`src/rtl/key_debounce.sv`:
```
// Rhythm-pad button debouncer: turns the 500 Hz divider output into a sample strobe
// and runs one four-state debounce FSM per key, emitting a clean level plus press/release pulses.
module key_debounce #(
    parameter int N_KEYS     = 4,
    parameter int STABLE_CNT = 4,
    parameter int CNT_W      = 4
) (
    input  logic                  CLK_50M,
    input  logic                  RST,
    input  logic                  TICK_IN,
    input  logic [N_KEYS-1:0]     KEY_IN,
    output logic                  SAMPLE_STB,
    output logic [N_KEYS-1:0]     KEY_LEVEL,
    output logic [N_KEYS-1:0]     KEY_PRESS,
    output logic [N_KEYS-1:0]     KEY_RELEASE,
    output logic [2*N_KEYS-1:0]   STATE_DBG
);

    typedef enum logic [1:0] {
        IDLE         = 2'd0,
        PRESS_WAIT   = 2'd1,
        PRESSED      = 2'd2,
        RELEASE_WAIT = 2'd3
    } key_state_t;

    localparam logic [CNT_W-1:0] CNT_LAST = CNT_W'(STABLE_CNT - 1);
    localparam logic [CNT_W-1:0] CNT_ONE  = CNT_W'(1);

    logic              t1, t2, t3;
    logic [N_KEYS-1:0] ks_meta, ks;

    key_state_t        state_q [N_KEYS];
    key_state_t        state_d [N_KEYS];
    logic [CNT_W-1:0]  cnt_q   [N_KEYS];
    logic [CNT_W-1:0]  cnt_d   [N_KEYS];
    logic [N_KEYS-1:0] level_d, press_d, release_d;

    // TICK_IN is only ever data here: synchronise it, then strobe on its rising edge.
    always_ff @(posedge CLK_50M) begin
        if (RST) begin
            t1         <= 1'b0;
            t2         <= 1'b0;
            t3         <= 1'b0;
            SAMPLE_STB <= 1'b0;
            ks_meta    <= '0;
            ks         <= '0;
        end else begin
            t1         <= TICK_IN;
            t2         <= t1;
            t3         <= t2;
            SAMPLE_STB <= t2 & ~t3;
            ks_meta    <= KEY_IN;
            ks         <= ks_meta;
        end
    end

    always_comb begin
        level_d   = KEY_LEVEL;
        press_d   = '0;
        release_d = '0;
        for (int k = 0; k < N_KEYS; k++) begin
            state_d[k] = state_q[k];
            cnt_d[k]   = cnt_q[k];
            if (SAMPLE_STB) begin
                unique case (state_q[k])
                    IDLE: begin
                        if (ks[k]) begin
                            state_d[k] = PRESS_WAIT;
                            cnt_d[k]   = CNT_ONE;
                        end
                    end
                    PRESS_WAIT: begin
                        if (!ks[k]) begin
                            state_d[k] = IDLE;
                            cnt_d[k]   = '0;
                        end else if (cnt_q[k] == CNT_LAST) begin
                            state_d[k] = PRESSED;
                            cnt_d[k]   = '0;
                            level_d[k] = 1'b1;
                            press_d[k] = 1'b1;
                        end else begin
                            cnt_d[k] = cnt_q[k] + CNT_ONE;
                        end
                    end
                    PRESSED: begin
                        if (!ks[k]) begin
                            state_d[k] = RELEASE_WAIT;
                            cnt_d[k]   = CNT_ONE;
                        end
                    end
                    RELEASE_WAIT: begin
                        // A single high sample snaps back to PRESSED; the release count restarts.
                        if (ks[k]) begin
                            state_d[k] = PRESSED;
                            cnt_d[k]   = '0;
                        end else if (cnt_q[k] == CNT_LAST) begin
                            state_d[k]   = IDLE;
                            cnt_d[k]     = '0;
                            level_d[k]   = 1'b0;
                            release_d[k] = 1'b1;
                        end else begin
                            cnt_d[k] = cnt_q[k] + CNT_ONE;
                        end
                    end
                    default: begin
                        state_d[k] = IDLE;
                        cnt_d[k]   = '0;
                    end
                endcase
            end
        end
    end

    always_ff @(posedge CLK_50M) begin
        if (RST) begin
            for (int k = 0; k < N_KEYS; k++) begin
                state_q[k] <= IDLE;
                cnt_q[k]   <= '0;
            end
            KEY_LEVEL   <= '0;
            KEY_PRESS   <= '0;
            KEY_RELEASE <= '0;
        end else begin
            for (int k = 0; k < N_KEYS; k++) begin
                state_q[k] <= state_d[k];
                cnt_q[k]   <= cnt_d[k];
            end
            KEY_LEVEL   <= level_d;
            KEY_PRESS   <= press_d;
            KEY_RELEASE <= release_d;
        end
    end

    always_comb begin
        STATE_DBG = '0;
        for (int k = 0; k < N_KEYS; k++) begin
            STATE_DBG[2*k +: 2] = state_q[k];
        end
    end

endmodule

```
`config.mk`:
```
export PLATFORM = sky130hd
export DESIGN_NAME = key_debounce
export DESIGN_NICKNAME = d
export VERILOG_FILES = /design/src/rtl/key_debounce.sv
export SDC_FILE = /design/constraint.sdc
export NUM_CORES = 1
export LEC_CHECK = 0
export BUFFER_PORTS_ARGS = -buffer_cell sky130_fd_sc_hd__buf_4
export CAP_MARGIN = 25
export CORE_MARGIN = 4
export CORE_UTILIZATION = 50
export CTS_CLUSTER_DIAMETER = 150
export DETAILED_ROUTE_END_ITERATION = 8
export PLACE_DENSITY_LB_ADDON = 0.3
export SYNTH_ARGS = -nofsm -noshare
export SYNTH_HDL_FRONTEND = slang
export SYNTH_SLANG_ARGS = --single-unit
```
`constraint.sdc`:
```
create_clock -name CLK_50M -period 5.4 [get_ports CLK_50M]
set_clock_uncertainty 0.2 [all_clocks]
set_input_delay 1.08 -clock CLK_50M [delete_from_list [all_inputs] [get_ports CLK_50M]]
set_output_delay 1.08 -clock CLK_50M [all_outputs]
set_load 0.01 [all_outputs]
```
# Yosys cells after proc, flatten, opt, wreduce, memory -nomap -nowiden
# Memory sizes are Yosys's and may differ from the RTL's.
# Cells that the tools add are included.
[classes]
n_mux = 95
addsub = 4
n_eq_ne = 32
reduce_logical = 20
n_bitwise = 23
[ops]
columns = ["cell", "count"]
rows = [
  ["4-bit 2-to-1 mux", 28],
  ["2-bit 2-to-1 mux", 32],
  ["4-bit one-hot mux with 4 select lines", 4],
  ["2-bit != test, second input constant", 16],
  ["2-bit one-hot mux with 4 select lines", 4],
  ["4-bit OR reduction", 8],
  ["6-bit AND reduction", 4],
  ["1-bit 2-to-1 mux", 23],
  ["4-bit by 1-bit adder with 4-bit output, second input constant", 4],
  ["2-bit equality test, second input constant", 8],
  ["4-bit by 2-bit equality test with 1-bit output, second input constant", 4],
  ["1-bit NOT", 14],
  ["2-bit by 1-bit equality test with 1-bit output, second input constant", 4],
  ["2-bit zero test", 4],
  ["1-bit OR", 8],
  ["1-bit one-hot mux with 2 select lines", 4],
  ["2-bit nonzero test", 4],
  ["1-bit AND", 1],
]
[word_totals]
regBits = 24
input_bits = 7
memories = 2
mem_bits_rw = 24
wordCells = 194
[memory_table]
columns = ["name", "depth", "width", "read_ports", "rd_ports_with_merged_regs", "wr", "line_no", "rtl"]
rows = [
  ["cnt_q", 4, 4, 4, 0, 4, "34", "logic [CNT_W-1:0] cnt_q [N_KEYS];"],
  ["state_q", 4, 2, 4, 0, 4, "32", "key_state_t state_q [N_KEYS];"],
]

# Depth between registers and ports, before layout
[depth]
ltp_word = 6
mapped_depth = 7

# Least setup slack after synthesis
# Ideal clock, no wire load.
[synth_path]
path_type = "input port to flip-flop"
startpoint = "input port RST"
endpoint = "memory cnt_q[1][3]"
arrival_ns = 1.753
cell_stages = 4
setup_slack_ns = 3.389
setup_ns = 0.057
path_cell_list = "clkbuf_8 nand3b_1 nor4bb_1 a21o_1"
[synth_rtl]
columns = ["item", "line_no", "rtl"]
rows = [
  ["start, declared", "9", "input logic RST,"],
  ["end, declared", "34", ""],
]

# Worst setup path after layout
[layout_path]
startpoint = "register SAMPLE_STB"
endpoint = "output port SAMPLE_STB"
[layout_rtl]
columns = ["item", "line_no", "rtl"]
rows = [
  ["start, declared", "12", "output logic SAMPLE_STB,"],
  ["start signal, assigned", "51", "SAMPLE_STB <= t2 & ~t3;"],
]
# No word-level cell between the ends.

==> impl_metrics.ini <==
[outcome]
status = finished, final reports clean

[critical_path]
cp_cell_sequence = buf_4
timing.critical_path.fanout_max = 24
timing.critical_path.buf_inv = 1
slowest_stage = dfxtp_1
crit_family = flip-flops
worst_setup_path_start_kind = register
rr_worst_depth = 4
critPathRequiredTime_ns = 4.12
worstReg2RegStart = SAMPLE_STB
rrSetupSlack_ns = 3.01
cp_slowest_stage_delay_ns = 0.85
worst-endpoint-arrival_ns = 1.39
setup.worst_path.start = SAMPLE_STB
critical_setup_path_class = reg2out
endpoint_kind = primary output

[clocking]
ctsLongestPathBuffers = 2
cts.reportedPaths.clkPinSlew_ns = 0.08
cts_made_buffers = 5
clkSinkCount = 48
post-cts-setup-buffers = 0
cts.htree.levels = 2
tritoncts = done
clock_insertion_delay_worst_skew_ns = 0.30
cts.root.buffer_cell = clkbuf_8
postCtsHoldBufs = 0
cts.repair.resized = 0

[timing]
fmaxAchievable_ghz = 0.374
finalCritPeriodShare_pct = 49.5
finalHoldViolations = 0
rsz0062_at_grt = false
timing.final.setup_violations = 0
worst_slew_margin_rel_pct = 46.8
fin_setup_tns_ns = 0
final_period_minus_worst_setup_slack_ns = 2.67
tightestPinTransition_ns = 0.796
final_max_slew_viols = 0
worst_hold_slack_ns = 0.187

[yosys]
count_of_synthesis_stage_warnings_from_yosys = 0
postSynthRegisterBits = 48
yosysSeqAreaShare_pct = 45.2
postSynthCellCount = 228
ys_dominant_reg_cell = dfxtp_1
synthArstFlopShare_pct = 0
synth_enable_flop_cells = 0
syn_avg_cell_area_sq_um = 9.33
synthesis.nets = 245
synth.distinct_cells = 48
post_synth_instance_area_sq_um = 2130

[grt]
globalRouteOverflowTotal = 0
antenna_found_initial = 0
grt_first_pass_wirelength_microns = 6550
track_usage_pct = 15.9
first_global_vias = 1445
maximum_number_of_pins_on_one_net_before_global_route_repair = 42

[final_layout]
final_design_area_no_fill_sq_um = 2430
number_of_nets_in_the_final_layout = 273
layout.cells.most_common_list = dfxtp_1 (48), buf_4 (27), nand2_1 (18)
final_common_cell = dfxtp_1
fillCellCount = 360
flow.area_growth_from_synthesis_pct = 14.1
num_antenna_cells = 0
fraction_of_layout_cells_with_a_size_suffix_above_1_pct = 16.8

[hold_path]
worst_hold_path_type = reg2reg
hold-path-cell-count = 1
holdCritStartpoint = t3
worst_hold_endpoint = SAMPLE_STB

[route]
initialDrtViolationCount = 91
drc = 0
detail_route.vias_per_cell = 5.53
detail_route.wl_per_cell_microns = 12.9
first_pass_iters = 4
num_vias = 1691
antenna_violating_nets_post_route = 0
routed_wl_microns = 3930

[pwr]
power_frac_seq_pct = 61.8
clkPwrFrac_pct = 33.9
power.share.combinational_pct = 4.3
cell_internal_pwr_mw = 0.460
power.net_switching_mw = 0.130
fraction_of_power_spent_switching_nets_pct = 22.0
power_per_cell_area_nw_per_um2 = 243
lkg_pwr_nw = 0.958
power.ir.vdd_worst_mv = 0.173

[floorplan]
floorplan.die_area_sq_um = 5360
core_region_area_sq_um = 4060
initial_utilization_pct = 52.4
row_count = 23
design.portCount = 28
die-height_microns = 73.2
width_of_the_chip_microns = 73.2

[placement]
port_buffers = 27
postPlaceCellArea_sq_um = 2350
place.detailed.hpwl_microns = 2700
place_congestion = 0.865

[flow_run]
maxCapViolCount = 0
metal layers:
metal	share of wire (%)	vias up	track usage, %
met2	45	31	24.0
met3	5.5	6	5.23
met1	47	785	20.2
met5	0	-	0
li1	-	869	-
met4	1.9	0	7.79
cell type report:
type	count	area, sq um	area share [%]
clock inverters	1	5.00	0.206
well taps	50	62.6	2.58
flip-flops and latches	48	961	39.6
inverters	12	45.0	1.86
multi-input cells	161	1070	44.2
repair buffers	28	208	8.56
clock buffers	6	72.6	2.99
state kept, by name, summed over array words and instances, names as in the netlist, named ones only:
register / flops
KEY_LEVEL: 4
KEY_PRESS: 4
KEY_RELEASE: 4
SAMPLE_STB: 1
cnt_q: 16
ks: 4
ks_meta: 4
state_q: 4
t1: 1
t2: 1
t3: 1
worst max path at each step:
stage                        endpoint  slack (ns)  cells past startpoint
after floorplan           cnt_q[1][3]        3.39                      4
after global placement    cnt_q[1][2]        3.00                      4
after detailed placement  cnt_q[0][2]        2.91                      5
after CTS                  SAMPLE_STB        2.71                      1
after global routing       SAMPLE_STB        2.65                      1
final                      SAMPLE_STB        2.73                      1
metrics by stage:
step | instances | power, mW | setup WS (ns) | utilization (%)
final | 306 | 0.590 | 2.73 | 59.8
after global routing | 306 | 0.615 | 2.65 | 59.8
after CTS | 306 | 0.599 | 2.71 | 59.8
after detailed placement | 299 | 0.399 | 2.91 | 57.9
after global placement | 298 | 0.398 | 3.00 | 57.8
after floorplan | 228 | 0.390 | 3.39 | -
Yosys cell counts (all sizes together), types with 3 or more instances:
master | number | area (sq um)
nand4b | 3 | 26.3
clkbuf | 6 | 42.5
nor3b | 6 | 50.1
ha | 10 | 125
nor2 | 12 | 47.6
dfxtp | 48 | 961
or4 | 3 | 22.5
inv | 12 | 45.0
o21ai | 13 | 65.1
nor2b | 15 | 93.8
mux2i | 3 | 33.8
nor3 | 6 | 30.0
and3 | 3 | 18.8
nand3 | 5 | 25.0
a211oi | 4 | 30.0
nand3b | 6 | 45.0
and4b | 3 | 30.0
a21oi | 17 | 85.1
a21o | 4 | 30.0
nand2b | 3 | 18.8
nand2 | 19 | 73.8
power groups by stage:
stage / clock [mW] / sequential (mW) / combinational, mW
after floorplan: 0 / 0.372 / 0.0181
after global placement: 0 / 0.373 / 0.0248
after detailed placement: 0 / 0.373 / 0.0255
after CTS: 0.209 / 0.365 / 0.0257
after global routing: 0.221 / 0.366 / 0.0280
final: 0.200 / 0.365 / 0.0253
logic make-up (layout without fill, tap and decap cells):
logic type               Yosys count  in the layout  synth area share [%]
AND/OR/NAND/NOR                   95             95                  27.3
AO/OA/AOI/OAI                     51             51                  14.9
multiplexers                       3              3                  1.59
XOR/XNOR                           2              2                 0.824
adder cells (fa/ha/maj)           10             10                  5.88
flip-flops                        48             48                  45.2
buffers and inverters             19             47                  4.35
Note: power is estimated with default switching activity, not from simulation.
